==> src/rtl/chunked_adder_pkg.sv <==
// rtl/chunked_adder_pkg.sv - shared FSM state type and sizing helpers for chunked_adder_seq
package chunked_adder_pkg;

  typedef enum logic [1:0] {
    IDLE = 2'd0,
    ADD  = 2'd1,
    DONE = 2'd2
  } state_t;

  function automatic int calc_nchunk(input int width, input int chunk);
    return width / chunk;
  endfunction

  // Counter needs at least one bit even when a single slice covers the word.
  function automatic int calc_cnt_w(input int nchunk);
    return (nchunk <= 2) ? 1 : $clog2(nchunk);
  endfunction

endpackage

==> src/rtl/chunked_adder_seq_add_slice.sv <==
// rtl/chunked_adder_seq_add_slice.sv - combinational CHUNK-bit ripple adder slice
module add_slice #(
  parameter int CHUNK = 2
) (
  input  logic [CHUNK-1:0] x,
  input  logic [CHUNK-1:0] y,
  input  logic             ci,
  output logic [CHUNK-1:0] s,
  output logic             co,
  output logic             c_msb
);

  logic [CHUNK:0] w_c;

  always_comb begin
    w_c    = '0;
    w_c[0] = ci;
    s      = '0;
    for (int i = 0; i < CHUNK; i++) begin
      s[i]     = x[i] ^ y[i] ^ w_c[i];
      w_c[i+1] = (x[i] & y[i]) | (w_c[i] & (x[i] ^ y[i]));
    end
  end

  assign co    = w_c[CHUNK];
  assign c_msb = w_c[CHUNK-1];

endmodule

==> src/rtl/chunked_adder_seq.sv <==
// rtl/chunked_adder_seq.sv - multi-cycle adder, CHUNK bits per clock through one reused slice
// Optional subtract mode (op port) enabled by defining ADDER_SUB_EN.
module chunked_adder_seq
  import chunked_adder_pkg::*;
#(
  parameter int WIDTH = 8,
  parameter int CHUNK = 2
) (
  input  logic             clk,
  input  logic             rst_n,
  input  logic             in_valid,
  output logic             in_ready,
  input  logic [WIDTH-1:0] a,
  input  logic [WIDTH-1:0] b,
  input  logic             cin,
`ifdef ADDER_SUB_EN
  input  logic             op,
`endif
  output logic             out_valid,
  input  logic             out_ready,
  output logic [WIDTH-1:0] sum,
  output logic             cout,
  output logic             ovf,
  output logic             busy
);

  localparam int NCHUNK = calc_nchunk(WIDTH, CHUNK);
  localparam int CNT_W  = calc_cnt_w(NCHUNK);
  localparam logic [CNT_W-1:0] LAST = CNT_W'(NCHUNK - 1);

  state_t           r_state;
  logic [WIDTH-1:0] r_a;
  logic [WIDTH-1:0] r_b;
  logic [WIDTH-1:0] r_sum;
  logic [CNT_W-1:0] r_cnt;
  logic             r_carry;
  logic             r_cout;
  logic             r_ovf;
  logic             r_in_ready;
  logic             r_out_valid;
  logic             r_busy;

  logic [WIDTH-1:0] w_b_in;
  logic             w_c_in;
  logic [CHUNK-1:0] w_x;
  logic [CHUNK-1:0] w_y;
  logic [CHUNK-1:0] w_s;
  logic             w_co;
  logic             w_cmsb;

  // Subtraction is folded into the operands at accept: a + ~b + ~cin.
`ifdef ADDER_SUB_EN
  assign w_b_in = op ? ~b : b;
  assign w_c_in = op ? ~cin : cin;
`else
  assign w_b_in = b;
  assign w_c_in = cin;
`endif

  assign w_x = CHUNK'(r_a >> (int'(r_cnt) * CHUNK));
  assign w_y = CHUNK'(r_b >> (int'(r_cnt) * CHUNK));

  add_slice #(.CHUNK(CHUNK)) u_slice (
    .x    (w_x),
    .y    (w_y),
    .ci   (r_carry),
    .s    (w_s),
    .co   (w_co),
    .c_msb(w_cmsb)
  );

  always_ff @(posedge clk or negedge rst_n) begin
    if (!rst_n) begin
      r_state     <= IDLE;
      r_a         <= '0;
      r_b         <= '0;
      r_sum       <= '0;
      r_cnt       <= '0;
      r_carry     <= 1'b0;
      r_cout      <= 1'b0;
      r_ovf       <= 1'b0;
      r_in_ready  <= 1'b1;
      r_out_valid <= 1'b0;
      r_busy      <= 1'b0;
    end else begin
      case (r_state)
        IDLE: begin
          if (in_valid && r_in_ready) begin
            r_a        <= a;
            r_b        <= w_b_in;
            r_carry    <= w_c_in;
            r_sum      <= '0;
            r_cnt      <= '0;
            r_in_ready <= 1'b0;
            r_busy     <= 1'b1;
            r_state    <= ADD;
          end
        end
        ADD: begin
          r_sum[int'(r_cnt)*CHUNK +: CHUNK] <= w_s;
          r_carry <= w_co;
          if (r_cnt == LAST) begin
            r_cout      <= w_co;
            r_ovf       <= w_cmsb ^ w_co;
            r_out_valid <= 1'b1;
            r_state     <= DONE;
          end else begin
            r_cnt <= r_cnt + 1'b1;
          end
        end
        DONE: begin
          if (out_ready) begin
            r_out_valid <= 1'b0;
            r_busy      <= 1'b0;
            r_in_ready  <= 1'b1;
            r_state     <= IDLE;
          end
        end
        default: begin
          r_state     <= IDLE;
          r_in_ready  <= 1'b1;
          r_out_valid <= 1'b0;
          r_busy      <= 1'b0;
        end
      endcase
    end
  end

  assign in_ready  = r_in_ready;
  assign out_valid = r_out_valid;
  assign busy      = r_busy;
  assign sum       = r_sum;
  assign cout      = r_cout;
  assign ovf       = r_ovf;

endmodule
==> config.mk <==
export PLATFORM = sky130hd
export DESIGN_NAME = chunked_adder_seq
export DESIGN_NICKNAME = d
export VERILOG_FILES = /design/src/rtl/chunked_adder_pkg.sv /design/src/rtl/chunked_adder_seq_add_slice.sv /design/src/rtl/chunked_adder_seq.sv
export SDC_FILE = /design/constraint.sdc
export NUM_CORES = 1
export LEC_CHECK = 0
export CELL_PAD_IN_SITES_DETAIL_PLACEMENT = 1
export CELL_PAD_IN_SITES_GLOBAL_PLACEMENT = 1
export CORE_MARGIN = 5
export CORE_UTILIZATION = 30
export CTS_CLUSTER_SIZE = 12
export DETAILED_ROUTE_END_ITERATION = 8
export DONT_BUFFER_PORTS = 1
export GPL_ROUTABILITY_DRIVEN = 0
export PLACE_DENSITY_LB_ADDON = 0.1
export SYNTH_ARGS = -nofsm -noshare
export SYNTH_HDL_FRONTEND = slang
export SYNTH_HIERARCHICAL = 1
export SYNTH_SLANG_ARGS = --single-unit
==> constraint.sdc <==
create_clock -name clk -period 5.2 [get_ports clk]
set_clock_uncertainty 0.05 [all_clocks]
set_input_delay 1.04 -clock clk [delete_from_list [all_inputs] [get_ports clk]]
set_output_delay 1.04 -clock clk [all_outputs]
set_load 0.01 [all_outputs]
Word level (Yosys, flattened, before mapping). Index checks and enable logic that the tools add are counted.

Bits in registers: 34. Bits of input ports: 21. Logic and storage cells: 67.

$add $sub $neg: 2. Equality and inequality tests: 7. Shift-type cells: 4. Muxes and demuxes: 20. Bitwise operators: 13. Reductions and logical operators: 10.

Operators by type and width (count): negator 3 -> 33 bit (1); variable shift 2 x 33 -> 8 bit, first input constant (1); indexed part select 2 x 33 -> 8 bit (1); case mux 8 bit (2 select lines) (1); >> shifter 8 x 3 -> 2 bit (2); AND reduction 3 bit (4); two-way mux 2 bit (5); case mux 1 bit (3 select lines) (3); bitwise mux 8 bit (1); two-way mux 8 bit (1); != test 2 bit, second input constant (4); two-way mux 1 bit (6); case mux 2 bit (3 select lines) (1); AND reduction 2 bit (3); XOR 1 bit (5); bitwise AND 1 bit (4); == test 2 bit, second input constant (2); case mux 2 bit (2 select lines) (1); adder 2 x 1 -> 2 bit, second input constant (1); == test 2 x 1 -> 1 bit, second input constant (1); logical NOT 2 bit (1); inverter 1 bit (2); bitwise OR 1 bit (2); case mux 1 bit (2 select lines) (1); 2 further kinds (2).

Longest topological paths before layout.
Depth after elaboration: 8. Mapped depth: 6. Depth with buffers taken out: 5.

Hierarchy. Netlist, hierarchy kept.

By module, submodules not included: chunked_adder_seq (times used 1, cells an instance 115, area each 1566.5 sq um); add_slice (times used 1, cells an instance 2, area each 40.0 sq um).

Worst setup path after synthesis. No wires, ideal clock.

Path kind: flip-flop to flip-flop. Start: reg r_cnt[0]. End: reg r_sum[1] (netlist: sum[1]). Library setup time: 122 ps. Arrival time: 2324 ps. Required time: 5028 ps. Setup slack: 2704 ps. Stages on the path, launching flop included: 6. Buffers on the path: 1. Period minus slack after synthesis: 2496 ps. Cell sequence: dfrtp_1 buf_2 mux4_2 fa_1 fa_1 a32o_1.

Word-level cells in the longest chain between the ends: 8.

Ends and longest elaborated chain: start, declared (RTL line chunked_adder_seq.sv:35) `logic [CNT_W-1:0] r_cnt;`; start signal, assigned (RTL line chunked_adder_seq.sv:108) `r_cnt <= r_cnt + 1'b1;`; >> shifter 8 x 3 -> 2 bit (*) (RTL line chunked_adder_seq.sv:61) `assign w_y = CHUNK'(r_b >> (int'(r_cnt) * CHUNK));`; net w_y[0] (RTL line chunked_adder_seq.sv:46) `logic [CHUNK-1:0] w_y;`; XOR 1 bit (RTL line chunked_adder_seq_add_slice.sv:21) `w_c[i+1] = (x[i] & y[i]) | (w_c[i] & (x[i] ^ y[i]));`; bitwise AND 1 bit (RTL line chunked_adder_seq_add_slice.sv:21); bitwise OR 1 bit (*) (RTL line chunked_adder_seq_add_slice.sv:21); net w_cmsb (RTL line chunked_adder_seq.sv:49) `logic w_cmsb;`; XOR 1 bit (*) (RTL line chunked_adder_seq_add_slice.sv:20) `s[i] = x[i] ^ y[i] ^ w_c[i];`; net w_s[1] (RTL line chunked_adder_seq.sv:47) `logic [CHUNK-1:0] w_s;`; indexed part select 2 x 33 -> 8 bit (*) (RTL line chunked_adder_seq.sv:100) `r_sum[int'(r_cnt)*CHUNK +: CHUNK] <= w_s;`; bitwise mux 8 bit (*) (RTL line chunked_adder_seq.sv:100); case mux 8 bit (2 select lines) (*) (RTL line chunked_adder_seq.sv:86) `case (r_state)`; end signal, assigned by index (RTL line chunked_adder_seq.sv:100); end, declared (RTL line chunked_adder_seq.sv:34) `logic [WIDTH-1:0] r_sum;`.

The timed path passes the listed nets; every way through them passes the cells marked *. A chain may end at the register's enable or synchronous reset.

Worst setup path after layout. Same ends and word-level chain as after synthesis.

==> out/results.ini <==
[synthesis]
yosys-top-cells-area = dfrtp_1 51%, mux2_2 13%, mux4_2 5.6%
avgSynthCellArea_um2 = 13.73
synth-seq-area-share = 0.5304
syn-cell-area_um2 = 1607
synth_cell_type_count = 28
ys_async_sr_fraction = 1.000
ys.flop_type = dfrtp_1
yosys.area.top_type = dfrtp_1
ys_seq_elements = 34
synth_top_area_share = 0.5140
ys_warn_count = 6
netlist_instances = 117
synth_edf_count = 0
synthTopCellsByCount = 33 x dfrtp_1, 18 x mux2_2, 7 x a22o_1
synth_nets = 146
yosys.cell_count.top_type = dfrtp_1

[sta]
hold_slack_ns = 0.3907
hold_viol_final = 0
min_period_ns = 2.765
finalSetupViolCount = 0
fin_crit_sh = 0.5317
maxSlewHeadroom = 0.6245
finalSetupTns_ns = 0
rsz0062_at_grt = false
finalMaxSlewViolations = 0
worstMarginPinSlew_ns = 0.5633
clock.fmax_ghz = 0.3617

[global_routing]
grt_use_total = 0.1096
grt_pass1_wl_mm = 6.023
grt_pass1_vias = 1124
grt_max_degree = 35
antenna_found_initial = 0
grt-ovfl-total = 0

[power]
p_per_area_nw_per_um2 = 651.2
p_leak_nw = 0.7962
peakVddDrop_mv = 0.1997

[floorplan]
top_level_ports = 34
die_h_um = 83.18
core.rowCount = 26
start_util = 0.3126
floorplan.die_area_um2 = 6919
die_w_um = 83.18
coreArea_um2 = 5140

[worst_setup_path]
rr_worst_depth = 4
critPathKind = reg -> reg
crit_arrival_ns = 2.89
crit_required_ns = 5.32
startpoint_type = flop
endpoint_kind = flop
path_max_fanout = 13

[cts]
clkTransAtPathRegs_ns = 0.08
cts.sinks = 34
cts_hold_buffers = 0
cts-buffers-inserted = 5
cts-resized-gates = 0
cts_tree = built
clk_latency_ns = 0.29
root_buffer = clkbuf_8
post-cts-setup-buffers = 0
cts_buffer_depth = 2
htreeDepth = 2

[detailed_routing]
num_vias = 945
drt.antenna.violating_nets = 0
drc = 0
wl_per_cell_um = 17.95
drt_iter0_drc = 22
first_pass_iters = 4
wl_mm = 3.429
via_per_inst = 4.948

[job]
maxCapViolCount = 0

[finish]
area_growth_pct = 12.85
post_route_cells_drive_above_1_share = 0.2810
multi_input_area_um2 = 711.9
num_antenna_cells = 0
nNetsFinal = 149
fillers = 583
regArea_um2 = 852.1

[place]
dp_hpwl_mm = 2.476
portBuffers = 0

[hold_path]
hold_class = in -> async

[run_status]
status = finished clean

[per-stage QoR]
stage	area [um^2]	setup WS [ns]	utilization	std cells	power, W
detailed placement	1670	2.435	0.3250	183	0.0008977
CTS	1813	2.413	0.3527	191	0.001203
global route	1813	2.297	0.3527	191	0.001273
floorplan	1607	2.704	-	117	0.0007788
finish	1813	2.435	0.3527	191	0.001181
global placement	1670	2.485	0.3250	183	0.0008849
[kinds of logic (layout without fill, tap and decap cells)]
group | Yosys count | count (layout) | share of synthesized area
AND/OR/NAND/NOR | 23 | 23 | 0.08100
multiplexers | 22 | 22 | 0.1822
buffers and inverters | 8 | 12 | 0.03582
adder cells (fa/ha/maj) | 8 | 8 | 0.07165
AO/OA/AOI/OAI | 21 | 21 | 0.09346
flip-flops | 34 | 34 | 0.5304
XOR/XNOR | 1 | 1 | 0.005453
[sequential cells by signal, summed over array words and instances, names as in the netlist]
signal and flops:
r_a 8, r_b 8, sum 8, r_cnt 2, r_state 2, busy 1
cout 1, in_ready 1, out_valid 1, ovf 1, r_carry 1
[cells in the final DEF (no fill, tap or decap)]
cell        n
a21o_1      1
a21oi_1     5
a21oi_2     1
a22o_1      7
a22oi_1     1
a32o_1      2
and2_1      1
and2b_1     1
buf_4       1
bufinv_16   2
clkbuf_8    6
dfrtp_1    33
dfstp_2     1
fa_1        2
ha_1        6
inv_1       3
mux2_2     18
mux4_2      4
nand2_1     6
nand2b_1    3
nand3b_1    2
nor2_1      4
nor3_1      2
nor3b_1     1
nor4b_1     2
nor4bb_4    1
o21ai_0     4
xnor2_1     1
[area by class of cell]
| type | count | share of cell area |
|---|---|---|
| Clock buffer | 6 | 0.04555 |
| Clock inverter | 2 | 0.03313 |
| Inverter | 3 | 0.006211 |
| Multi-Input combinational cell | 75 | 0.3927 |
| Sequential cell | 34 | 0.4700 |
| Tap cell | 70 | 0.04831 |
| Timing Repair Buffer | 1 | 0.004141 |
[where the power goes]
part,total (W),switching [W],internal [W]
clock network,0.000303,0.0000983,0.000205
registers,0.000482,0.000115,0.000366
logic,0.000396,0.000184,0.000212
[metal layers]
layer	track usage	up-vias	wire, um
li1	-	429	-
met1	0.1320	490	1495
met2	0.1778	22	1672
met3	0.04752	4	219
met4	0.03120	0	42
met5	0	-	0
[worst max-delay path, cell delays in order, from the launching register on]
cell and delay (ns):
dfrtp_1 0.70, mux4_2 0.60, fa_1 0.49, fa_1 0.54
a32o_1 0.25
[worst paths after layout]
kind	slack (ns)	from	to
max	2.44	r_cnt[0]	sum[1]
min	0.39	rst_n	busy
max reg2reg	2.44	r_cnt[0]	sum[1]
min reg2reg	0.46	r_a[4]	r_a[4]
max in group asynchronous	4.52	rst_n	in_ready
min in group clk	0.46	r_a[4]	r_a[4]
No activity file was read; power rests on OpenSTA's default activity.
